==> src/rtl/div_pkg.sv <==
// rtl/div_pkg.sv - shared types and constants for the divider sequencer
// Purpose: state encoding, datapath width, divide-by-zero quotient and
// default timeout used by div_sequencer and its helpers. No ports.
package div_pkg;

    localparam int DIV_WIDTH   = 16;
    localparam int DIV_ITER    = 16;
    localparam int DIV_TIMEOUT = 40;

    localparam logic [DIV_WIDTH-1:0] DIV0_QUOTIENT = '1;

    typedef enum logic [2:0] {
        S_IDLE   = 3'd0,
        S_LD_DVD = 3'd1,
        S_LD_DVS = 3'd2,
        S_START  = 3'd3,
        S_RUN    = 3'd4,
        S_RESP   = 3'd5
    } div_seq_state_t;

endpackage

==> src/rtl/div_sequencer_if.sv <==
// rtl/div_sequencer_if.sv - request/response and divider-bus bundle
// Purpose: groups the request channel, response channel, status and the
// divider control bus of div_sequencer.
// Modports: master = sequencer side (drives req_ready, rsp_*, busy, div_*
// strobes/data); slave = environment side (drives req_*, rsp_ready and the
// divider results).
interface div_sequencer_if
    import div_pkg::*;
#(
    parameter int WIDTH = DIV_WIDTH
) ();
    logic             req_valid;
    logic             req_ready;
    logic [WIDTH-1:0] req_dividend;
    logic [WIDTH-1:0] req_divisor;

    logic             rsp_valid;
    logic             rsp_ready;
    logic [WIDTH-1:0] rsp_quotient;
    logic [WIDTH-1:0] rsp_remainder;
    logic             rsp_div0;
    logic             rsp_timeout;

    logic             busy;

    logic [WIDTH-1:0] div_data;
    logic             div_load_dividend;
    logic             div_load_divisor;
    logic             div_start;
    logic             div_enable;
    logic             div_ready;
    logic [WIDTH-1:0] div_result;
    logic [WIDTH-1:0] div_residue;

    modport master (
        input  req_valid, req_dividend, req_divisor, rsp_ready,
               div_ready, div_result, div_residue,
        output req_ready, rsp_valid, rsp_quotient, rsp_remainder,
               rsp_div0, rsp_timeout, busy, div_data,
               div_load_dividend, div_load_divisor, div_start, div_enable
    );

    modport slave (
        output req_valid, req_dividend, req_divisor, rsp_ready,
               div_ready, div_result, div_residue,
        input  req_ready, rsp_valid, rsp_quotient, rsp_remainder,
               rsp_div0, rsp_timeout, busy, div_data,
               div_load_dividend, div_load_divisor, div_start, div_enable
    );

endinterface

==> src/rtl/div_seq_counter.sv <==
// rtl/div_seq_counter.sv - clearable enabled up-counter with terminal count
// Purpose: measures RUN cycles for the divider timeout.
// Ports: clk, rst (async active-low), clr_i (sync clear, wins over en_i),
// en_i (count enable), tc_o (count equals TIMEOUT-1).
module div_seq_counter
    import div_pkg::*;
#(
    parameter  int TIMEOUT = DIV_TIMEOUT,
    localparam int CW      = (TIMEOUT > 1) ? $clog2(TIMEOUT) : 1
) (
    input  logic clk,
    input  logic rst,
    input  logic clr_i,
    input  logic en_i,
    output logic tc_o
);

    logic [CW-1:0] cnt_q;
    logic [CW-1:0] cnt_d;

    always_comb begin
        cnt_d = cnt_q;
        if (clr_i) begin
            cnt_d = '0;
        end else if (en_i) begin
            cnt_d = cnt_q + CW'(1);
        end
    end

    always_ff @(posedge clk or negedge rst) begin
        if (!rst) begin
            cnt_q <= '0;
        end else begin
            cnt_q <= cnt_d;
        end
    end

    assign tc_o = (cnt_q == CW'(TIMEOUT - 1));

endmodule

==> src/rtl/div_sequencer.sv <==
// rtl/div_sequencer.sv - control sequencer for the iterative divider
// Purpose: accepts one division request, loads dividend then divisor onto
// the shared divider bus, pulses start, holds enable until div_ready (or a
// timeout), and returns quotient/remainder with div0/timeout flags.
// Ports: clk, rst (async active-low); bus (div_sequencer_if.master) carries
// the request, response, busy and divider-bus signals.
module div_sequencer
    import div_pkg::*;
#(
    parameter int WIDTH   = DIV_WIDTH,
    parameter int ITER    = DIV_ITER,
    parameter int TIMEOUT = DIV_TIMEOUT
) (
    input  logic              clk,
    input  logic              rst,
    div_sequencer_if.master   bus
);

    div_seq_state_t   state_q, state_d;
    logic [WIDTH-1:0] dvd_q, dvd_d;
    logic [WIDTH-1:0] dvs_q, dvs_d;
    logic [WIDTH-1:0] quo_q, quo_d;
    logic [WIDTH-1:0] rem_q, rem_d;
    logic             div0_q, div0_d;
    logic             tmo_q, tmo_d;
    logic             req_ready_q, req_ready_d;
    logic             cnt_tc;

    div_seq_counter #(
        .TIMEOUT (TIMEOUT)
    ) u_timeout (
        .clk   (clk),
        .rst   (rst),
        .clr_i (state_q == S_START),
        .en_i  (state_q == S_RUN),
        .tc_o  (cnt_tc)
    );

    always_comb begin
        state_d = state_q;
        dvd_d   = dvd_q;
        dvs_d   = dvs_q;
        quo_d   = quo_q;
        rem_d   = rem_q;
        div0_d  = div0_q;
        tmo_d   = tmo_q;
        case (state_q)
            S_IDLE: begin
                if (bus.req_valid && req_ready_q) begin
                    dvd_d = bus.req_dividend;
                    dvs_d = bus.req_divisor;
                    if (bus.req_divisor == '0) begin
                        quo_d   = DIV0_QUOTIENT;
                        rem_d   = bus.req_dividend;
                        div0_d  = 1'b1;
                        state_d = S_RESP;
                    end else begin
                        state_d = S_LD_DVD;
                    end
                end
            end
            S_LD_DVD: state_d = S_LD_DVS;
            S_LD_DVS: state_d = S_START;
            S_START:  state_d = S_RUN;
            S_RUN: begin
                // A result arriving on the timeout cycle is still taken.
                if (bus.div_ready) begin
                    quo_d   = bus.div_result;
                    rem_d   = bus.div_residue;
                    state_d = S_RESP;
                end else if (cnt_tc) begin
                    quo_d   = '0;
                    rem_d   = '0;
                    tmo_d   = 1'b1;
                    state_d = S_RESP;
                end
            end
            S_RESP: begin
                if (bus.rsp_ready) begin
                    div0_d  = 1'b0;
                    tmo_d   = 1'b0;
                    state_d = S_IDLE;
                end
            end
            default: state_d = S_IDLE;
        endcase
        // Registered so req_ready stays low while reset is asserted.
        req_ready_d = (state_d == S_IDLE);
    end

    always_ff @(posedge clk or negedge rst) begin
        if (!rst) begin
            state_q     <= S_IDLE;
            dvd_q       <= '0;
            dvs_q       <= '0;
            quo_q       <= '0;
            rem_q       <= '0;
            div0_q      <= 1'b0;
            tmo_q       <= 1'b0;
            req_ready_q <= 1'b0;
        end else begin
            state_q     <= state_d;
            dvd_q       <= dvd_d;
            dvs_q       <= dvs_d;
            quo_q       <= quo_d;
            rem_q       <= rem_d;
            div0_q      <= div0_d;
            tmo_q       <= tmo_d;
            req_ready_q <= req_ready_d;
        end
    end

    assign bus.req_ready         = req_ready_q;
    assign bus.busy              = (state_q != S_IDLE);
    assign bus.rsp_valid         = (state_q == S_RESP);
    assign bus.rsp_quotient      = quo_q;
    assign bus.rsp_remainder     = rem_q;
    assign bus.rsp_div0          = div0_q;
    assign bus.rsp_timeout       = tmo_q;
    assign bus.div_load_dividend = (state_q == S_LD_DVD);
    assign bus.div_load_divisor  = (state_q == S_LD_DVS);
    assign bus.div_start         = (state_q == S_START);
    assign bus.div_enable        = (state_q == S_RUN);
    assign bus.div_data          = (state_q == S_LD_DVD) ? dvd_q :
                                   (state_q == S_LD_DVS) ? dvs_q : '0;

    // The divider's nominal run must complete inside the timeout window.
    a_iter_fits_timeout: assert property (@(posedge clk) disable iff (!rst) ITER < TIMEOUT);

endmodule

==> src/flat_wrapper.sv <==
// flat-port wrapper written by rule: the top's interface ports become plain ports
module div_sequencer_flat import div_pkg::*;
#(
    parameter int WIDTH   = DIV_WIDTH,
    parameter int ITER    = DIV_ITER,
    parameter int TIMEOUT = DIV_TIMEOUT
)
  (clk, rst, bus_req_valid, bus_req_dividend, bus_req_divisor, bus_rsp_ready, bus_div_ready, bus_div_result, bus_div_residue, bus_req_ready, bus_rsp_valid, bus_rsp_quotient, bus_rsp_remainder, bus_rsp_div0, bus_rsp_timeout, bus_busy, bus_div_data, bus_div_load_dividend, bus_div_load_divisor, bus_div_start, bus_div_enable);
  div_sequencer_if #(.WIDTH(WIDTH)) bus_i ();
  input  logic clk;
  input  logic rst;
  input wire logic [$bits(bus_i.req_valid)-1:0] bus_req_valid;
  input wire logic [$bits(bus_i.req_dividend)-1:0] bus_req_dividend;
  input wire logic [$bits(bus_i.req_divisor)-1:0] bus_req_divisor;
  input wire logic [$bits(bus_i.rsp_ready)-1:0] bus_rsp_ready;
  input wire logic [$bits(bus_i.div_ready)-1:0] bus_div_ready;
  input wire logic [$bits(bus_i.div_result)-1:0] bus_div_result;
  input wire logic [$bits(bus_i.div_residue)-1:0] bus_div_residue;
  output wire logic [$bits(bus_i.req_ready)-1:0] bus_req_ready;
  output wire logic [$bits(bus_i.rsp_valid)-1:0] bus_rsp_valid;
  output wire logic [$bits(bus_i.rsp_quotient)-1:0] bus_rsp_quotient;
  output wire logic [$bits(bus_i.rsp_remainder)-1:0] bus_rsp_remainder;
  output wire logic [$bits(bus_i.rsp_div0)-1:0] bus_rsp_div0;
  output wire logic [$bits(bus_i.rsp_timeout)-1:0] bus_rsp_timeout;
  output wire logic [$bits(bus_i.busy)-1:0] bus_busy;
  output wire logic [$bits(bus_i.div_data)-1:0] bus_div_data;
  output wire logic [$bits(bus_i.div_load_dividend)-1:0] bus_div_load_dividend;
  output wire logic [$bits(bus_i.div_load_divisor)-1:0] bus_div_load_divisor;
  output wire logic [$bits(bus_i.div_start)-1:0] bus_div_start;
  output wire logic [$bits(bus_i.div_enable)-1:0] bus_div_enable;
  assign bus_i.req_valid = bus_req_valid;
  assign bus_i.req_dividend = bus_req_dividend;
  assign bus_i.req_divisor = bus_req_divisor;
  assign bus_i.rsp_ready = bus_rsp_ready;
  assign bus_i.div_ready = bus_div_ready;
  assign bus_i.div_result = bus_div_result;
  assign bus_i.div_residue = bus_div_residue;
  assign bus_req_ready = bus_i.req_ready;
  assign bus_rsp_valid = bus_i.rsp_valid;
  assign bus_rsp_quotient = bus_i.rsp_quotient;
  assign bus_rsp_remainder = bus_i.rsp_remainder;
  assign bus_rsp_div0 = bus_i.rsp_div0;
  assign bus_rsp_timeout = bus_i.rsp_timeout;
  assign bus_busy = bus_i.busy;
  assign bus_div_data = bus_i.div_data;
  assign bus_div_load_dividend = bus_i.div_load_dividend;
  assign bus_div_load_divisor = bus_i.div_load_divisor;
  assign bus_div_start = bus_i.div_start;
  assign bus_div_enable = bus_i.div_enable;
  div_sequencer #(.WIDTH(WIDTH), .ITER(ITER), .TIMEOUT(TIMEOUT)) u_core (.clk(clk), .rst(rst), .bus(bus_i));
endmodule
==> config.mk <==
export PLATFORM = sky130hd
export DESIGN_NAME = div_sequencer_flat
export DESIGN_NICKNAME = d
export VERILOG_FILES = /design/src/rtl/div_pkg.sv /design/src/rtl/div_sequencer_if.sv /design/src/rtl/div_seq_counter.sv /design/src/rtl/div_sequencer.sv /design/src/flat_wrapper.sv
export SDC_FILE = /design/constraint.sdc
export NUM_CORES = 1
export LEC_CHECK = 0
export BUFFER_PORTS_ARGS = -buffer_cell sky130_fd_sc_hd__buf_2
export CORE_MARGIN = 3
export CORE_UTILIZATION = 50
export CTS_BUF_LIST = sky130_fd_sc_hd__clkbuf_2 sky130_fd_sc_hd__clkbuf_4 sky130_fd_sc_hd__clkbuf_8
export DETAILED_ROUTE_END_ITERATION = 6
export PLACE_DENSITY_LB_ADDON = 0.3
export SETUP_SLACK_MARGIN = 0.15
export SLEW_MARGIN = 10
export SYNTH_ARGS = -nofsm -noshare
export SYNTH_HDL_FRONTEND = slang
export SYNTH_HIERARCHICAL = 1
export SYNTH_SLANG_ARGS = --single-unit
==> constraint.sdc <==
create_clock -name clk -period 2.5 [get_ports clk]
set_clock_uncertainty 0.05 [all_clocks]
set_input_delay 0.25 -clock clk [delete_from_list [all_inputs] [get_ports clk]]
set_output_delay 0.25 -clock clk [all_outputs]
set_load 0.005 [all_outputs]
==> summary.txt, run 1 <==
Outcome
  – Run status: finished, final reports clean

Final layout
  – Final instance area: 0.00453 mm2
  – Area of the multi-input gates: 0.00155 mm2
  – Util after Layout: 65.9%
  – Layout cells sized above 1: 46.6%
  – Register area: 0.00190 mm2
  – # fillers: 562
  – Nets: 511
  – Layout area overhead: 26.4%
  – Post-route insts no fill: 542
  – Ant. Diodes: 0

Timing
  – Final hold violations: 0
  – Final TNS setup: 0 ns
  – Fin. max-slew vios: 0
  – Setup violators final: 0
  – Worst-margin pin slew: 0.945 ns
  – Crit share post-route: 89.2%
  – Unrepaired setup endpoints after global routing: no
  – Tmin final: 2.23 ns
  – Relative slew slack: 37.0%
  – Fmax: 448 MHz

Placement
  – Detailed Place HPWL: 6380 um
  – GPL Wtd Cong: 0.821
  – Buffers on Ports: 125
  – Inst Count DP: 526
  – Placed cell areas: 0.00431 mm2

Routing
  – Vias/cell: 5.39
  – DR vias: 2920
  – Initial DRC count: 159
  – Antenna-violating nets left: 0
  – Drt drc: 0
  – Drt pass-1 iters: 4
  – DR WL/cell: 16.7 um
  – Wirelength, routed: 9030 um

Synthesis
  – EDFF count, synth: 0
  – Syn avg cell area: 11.4 um2
  – FF+latch count, synth: 76
  – Mapped Nets: 385
  – Largest cells by area after synthesis: dfrtp_1 53%, mux2_2 12%, mux2_4 4.2%, a22o_1 3.9%, nand2_1 3.9%
  – Post-synthesis cell count: 315
  – Top cell type's share of synthesized area: 53.1%
  – Most frequent cells after synthesis: 76 x dfrtp_1, 38 x mux2_2, 37 x nand2_1, 25 x nor2_1, 19 x a21oi_1
  – Count leader, synth: dfrtp_1
  – Top FF cell, synth: dfrtp_1
  – Area of the mapped netlist: 0.00358 mm2
  – Sequential area share after synthesis: 53.1%
  – Synth unique cells: 40
  – Ys async rst share: 100%
  – Syn. warnings: 6
  – Area leader, netlist: dfrtp_1

Die
  – IO Pins: 126
  – Die Ht: 90.7 um
  – Core Footprint: 0.00687 mm2
  – Die X: 90.7 um
  – DIE AREA: 0.00822 mm2
  – Initial core utilization: 52.2%
  – Rows: 30

Global route
  – Vias in the first global route: 2936
  – Grt met1 use: 29.4%
  – Largest net degree at the start of global routing: 77
  – First-pass GRT wire length: 14600 um
  – M3 GR Usage: 4.83%
  – Global route overflow: 0
  – Busiest layer in global routing: met2
  – Antenna violations before repair: 0
  – Total GRT Usage: 22.5%
  – M2 GR Usage: 36.0%

CTS
  – Setup Buffers After CTS: 0
  – Clk sinks: 76
  – Clock transition at path regs: 0.07 ns
  – CTS max path bufs: 2
  – CTS resizes: 0
  – Hold Buf Count CTS: 0
  – Total CTS buffers: 9
  – CTS tree: done
  – H-tree levels: 3
  – Root buf cell: clkbuf_8
  – Clk_lat worst skew: 0.33 ns

Critical path
  – Delay-heaviest family, CP: buffers and inverters
  – Type of origin of the critical path: register
  – Crit path kind: register to output port
  – Critical Path AT: 1.93 ns
  – CP endpoint kind: output port
  – Max stage delay on crit path: 0.53 ns
  – Cells along the critical path: or3b_1 -> clkinv_1 -> buf_4 -> buf_2
  – WP data required: 2.20 ns
  – Slowest CP cell: dfrtp_1
  – Critical path buffer and inverter count: 3
  – Critical Path Fanout Max: 13

Power and ir drop
  – Final Power: 5150 uW
  – Peak supply drop: 0.514 mV
  – Static Leak: 0.00226 uW
  – Pwr dens: 1140 mW/mm2

Hold path
  – Min-Delay Path Class: primary input to asynchronous set/reset pin

Flow run
  – MaxCap Viol Count: 0
-- logic make-up after synthesis --
logic type,after synthesis,share of synthesized area [%]
simple gates,102,14.0
flops,76,53.1
compound gates,56,11.4
mux,49,16.4
buf+inv,26,3.59
xor+xnor,5,1.22
fa+ha+maj,1,0.349
-- report_power, final --
part           internal, uW  leakage (uW)  switching, uW
combinational          1090       0.00121            876
clock                   596      0.000116            414
sequential             1810      0.000925            365
-- state kept, by name, indices dropped and copies added (netlist names) --
name	flops
u_core/bus.rsp_timeout	1
u_core/dvs_q	16
u_core/bus.rsp_remainder	16
u_core/bus.req_ready	1
u_core/bus.rsp_quotient	16
u_core/u_timeout/cnt_q	6
u_core/bus.rsp_div0	1
u_core/dvd_q	16
u_core/state_q	3
-- path summary, 6_finish.rpt --
check	start	endpoint	slack, ns	depth (start not counted)
setup / recovery	u_core/state_q[2]$_DFF_PN0_	bus_div_enable	0.27	4
hold / removal	rst	u_core/bus.rsp_quotient[15]$_DFFE_PN0P_	0.01	1
setup reg to reg	u_core/state_q[2]$_DFF_PN0_	u_core/bus.rsp_remainder[9]$_DFFE_PN0P_	0.47	5
hold reg to reg	u_core/bus.rsp_remainder[14]$_DFFE_PN0P_	u_core/bus.rsp_remainder[14]$_DFFE_PN0P_	0.46	1
max in group asynchronous	rst	u_core/dvs_q[2]$_DFFE_PN0P_	1.78	1
min in group clk	bus_rsp_ready	u_core/bus.rsp_timeout$_DFFE_PN0P_	0.09	2
-- layer usage --
metal / wire length [um] / vias up / share of wire (%)
li1: - / 1381 / -
met1: 3760 / 1421 / 42
met2: 4490 / 101 / 50
met3: 570 / 17 / 6.3
met4: 204 / 0 / 2.3
met5: 0 / - / 0
-- metrics by stage --
step | hold slack, ns | setup WS [ns]
floorplan | -0.0956 | 0.324
global placement | 0.406 | 0.393
detailed placement | 0.409 | 0.340
CTS | 0.0488 | 0.252
global route | 0.0805 | 0.160
finish | 0.0121 | 0.269
-- final cells by class --
cell class / count / share of cell area, %
flip-flops and latches: 76 / 42.0
multi-input cells: 213 / 34.3
repair buffers: 137 / 15.9
clock buffers: 11 / 3.20
well taps: 96 / 2.65
clock inverters: 5 / 1.66
inverters: 4 / 0.331
-- layout by cell type (no fill, tap or decap), types with 10 or more instances in the layout --
cell      instances
a211oi_1         16
a21oi_1          19
a22o_1           16
buf_2           124
buf_4            13
clkbuf_8         10
dfrtp_1          76
mux2_2           38
mux2_4           10
nand2_1          37
nand3_1          18
nor2_1           25
Power figures use the tool's default switching activity.
==> inputs of run 2 (changes only) <==
ABC_AREA = 1   (was not set)
BUFFER_PORTS_ARGS = not set   (was -buffer_cell sky130_fd_sc_hd__buf_2)
CAP_MARGIN = 10   (was not set)
DONT_BUFFER_PORTS = 1   (was not set)
==> summary.txt, run 2 <==
Global route
  – First-pass GRT wire length: 15700 um (+7.6%)
  – Global route overflow: 0 (unchanged)
  – Antenna violations before repair: 0 (unchanged)
  – Largest net degree at the start of global routing: 77 (unchanged)
  – M2 GR Usage: 38.9% (+2.9 points)
  – Grt met1 use: 29.6% (+0.19 points)
  – Total GRT Usage: 23.4% (+0.95 points)
  – M3 GR Usage: 7.47% (+2.6 points)
  – Vias in the first global route: 3131 (+6.6%)
  – Busiest layer in global routing: met2

Critical path
  – WP data required: 2.20 ns (about the same)
  – Crit path kind: register to output port
  – Critical Path AT: 1.92 ns (about the same)
  – CP endpoint kind: output port
  – Type of origin of the critical path: register
  – Critical Path Fanout Max: 17 (+4)

Final layout
  – Ant. Diodes: 0 (unchanged)
  – Commonest non-fill, non-tap cell in the layout: nand2_1
  – Register area: 0.00190 mm2 (unchanged)
  – Nets: 553 (+8.2%)
  – Most frequent cells in the layout: 206 x nand2_1, 76 x dfrtp_1, 47 x nand3_1, 25 x o21ai_0, 25 x dlygate4sd3_1
  – Layout area overhead: 14.1%
  – Layout cells sized above 1: 6.97% (-40 points)
  – # fillers: 635 (+13%)
  – Util after Layout: 60.2% (-5.8 points)
  – Area of the multi-input gates: 0.00154 mm2 (-0.64%)

Synthesis
  – Top cell type's share of synthesized area: 51.6% (-1.4 points)
  – Largest cells by area after synthesis: dfrtp_1 52%, nand2_1 21%, nand3_1 6.4%, a22o_1 3.8%, o21ai_0 3.4%
  – Post-synthesis cell count: 466 (+48%)
  – Syn. warnings: 6 (unchanged)
  – Sequential area share after synthesis: 51.6% (-1.4 points)
  – Mapped Nets: 536 (+39%)
  – Count leader, synth: nand2_1
  – Ys async rst share: 100% (unchanged)
  – Syn avg cell area: 7.90 um2 (-31%)
  – Area of the mapped netlist: 0.00368 mm2 (+2.8%)
  – Most frequent cells after synthesis: 206 x nand2_1, 76 x dfrtp_1, 47 x nand3_1, 25 x o21ai_0, 23 x inv_1
  – Synth unique cells: 26 (-35%)
  – Top FF cell, synth: dfrtp_1
  – FF+latch count, synth: 76 (unchanged)
  – EDFF count, synth: 0 (unchanged)
  – Area leader, netlist: dfrtp_1

Timing
  – Setup violators final: 0 (unchanged)
  – Crit share post-route: 88.9% (-0.34 points)
  – Final TNS setup: 0 ns (unchanged)
  – Worst-margin pin slew: 0.627 ns (-0.318 ns)
  – Relative slew slack: 58.1% (+21 points)
  – Final hold violations: 0 (unchanged)
  – Unrepaired setup endpoints after global routing: yes
  – Tmin final: 2.22 ns (-0.00841 ns)
  – Fmax: 450 MHz (+0.38%)
  – Fin. max-slew vios: 0 (unchanged)

CTS
  – CTS max path bufs: 2 (unchanged)
  – H-tree levels: 3 (unchanged)
  – Root buf cell: clkbuf_8
  – Clk sinks: 76 (unchanged)
  – Clock transition at path regs: 0.08 ns (about the same)
  – Clk_lat worst skew: 0.34 ns (about the same)
  – Total CTS buffers: 9 (unchanged)
  – CTS tree: done

Power and ir drop
  – Clock Power Share: 22.4% (+2.8 points)
  – Final Power: 4560 uW (-11%)
  – Net Sw Frac: 37.8% (+5.7 points)
  – Pint: 2840 uW (-19%)
  – Peak supply drop: 0.520 mV (+1.1%)
  – Reg power frac: 48.1% (+5.9 points)
  – Pwr dens: 1090 mW/mm2 (-4.4%)
  – Net Sw Power: 1730 uW (+4.3%)
  – Combinational power share: 29.5% (-8.7 points)
  – Static Leak: 0.00215 uW (-4.9%)

Hold path
  – Min-Delay Path Class: primary input to register

Outcome
  – Run status: finished, final reports clean

Die
  – Initial core utilization: 52.8% (+0.57 points)
  – Die X: 91.8 um (+1.3%)
  – IO Pins: 126 (unchanged)
  – Die Ht: 91.8 um (+1.3%)
  – DIE AREA: 0.00843 mm2 (+2.6%)
  – Core Footprint: 0.00698 mm2 (+1.6%)
  – Rows: 30 (unchanged)

Placement
  – GPL Wtd Cong: 0.789 (-3.9%)
  – Detailed Place HPWL: 6510 um (+2.0%)
  – Buffers on Ports: 0 (-100%)

Routing
  – DR vias: 3148 (+7.8%)
  – Antenna-violating nets left: 0 (unchanged)
  – Drt drc: 0 (unchanged)
  – Drt pass-1 iters: 5 (+1)
  – Initial DRC count: 211 (+33%)
  – DR WL/cell: 16.4 um (-1.5%)
  – Wirelength, routed: 9590 um (+6.1%)
  – Vias/cell: 5.39 (about the same)

Flow run
  – MaxCap Viol Count: 0 (unchanged)
==> run 2: through the flow <==
step                      hold WS, ns  area [um2]  setup slack (ns)  instances
after detailed placement      -0.0922        3710             0.445        542
after floorplan               -0.0956        3680             0.869        466
after CTS                      0.0137        4200             0.300        584
after global placement        -0.0925        3710             0.521        542
final                          0.0243        4200             0.277        584
after global routing           0.0133        4200             0.149        584
==> run 2: path summary, 6_finish.rpt <==
| path | slack (ns) | cells after the start | endpoint | from |
|---|---|---|---|---|
| worst max-delay path | 0.28 | 4 | bus_div_data[0] | u_core/state_q[2]$_DFF_PN0_ |
| worst min register to register | 0.43 | 2 | u_core/dvs_q[7]$_DFFE_PN0P_ | u_core/dvs_q[7]$_DFFE_PN0P_ |
| max in group asynchronous | 1.68 | 2 | u_core/bus.rsp_remainder[1]$_DFFE_PN0P_ | rst |
| worst max register to register | 0.41 | 7 | u_core/bus.rsp_quotient[15]$_DFFE_PN0P_ | u_core/u_timeout/cnt_q[0]$_DFFE_PN0P_ |
| min in group asynchronous | 0.41 | 2 | u_core/bus.rsp_quotient[9]$_DFFE_PN0P_ | rst |
| worst min-delay path | 0.02 | 2 | u_core/dvd_q[1]$_DFFE_PN0P_ | bus_req_dividend[1] |
==> run 2: worst max-delay path, stage by stage, from the launching register on <==
cell and delay [ns]:
dfrtp_1 0.45, inv_2 0.08, nand3_1 0.17, clkinv_1 0.47, a22o_1 0.41
==> run 2: area by class of cell <==
cell class                      instances  area share [%]
Timing Repair Buffer                   31            7.50
Tap cell                               96            2.86
Sequential cell                        76            45.3
Multi-Input combinational cell        337            36.7
Clock inverter                          7            2.17
Clock buffer                            9            2.95
Inverter                               28            2.50
==> run 2: cell families (layout without fill, tap and decap cells) <==
family,Yosys count,in the layout,synth area share [%]
xor gates and xnor gates,1,1,0.238
buffers and inverters,53,75,6.45
DFF,76,76,51.6
AOI/OAI and AO/OA,49,49,8.53
and+or+nand+nor,286,286,32.8
adders and majority gates,1,1,0.340
==> run 2: routing by layer <==
metal | wire (um) | vias up
li1 | - | 1523
met1 | 3850 | 1478
met2 | 4810 | 135
met3 | 794 | 12
met4 | 130 | 0
met5 | 0 | -
==> run 2: what timing repair did <==
| action | 4_1_cts | 5_1_grt |
|---|---|---|
| resized for setup | 0 | 0 |
| setup buffers | 0 | 0 |
| endpoints found under the setup margin | 0 | 1 |
| hold endpoints to repair | 100 | 0 |
| hold buffers | 26 | 0 |
==> run 2: power by group through the flow <==
stage	Combinational, uW	Sequential [uW]	Clock, uW
after floorplan	1070	2080	0
after global placement	1240	2200	0
after detailed placement	1290	2220	0
after CTS	1350	2200	1030
after global routing	1550	2260	1090
final	1350	2190	1020
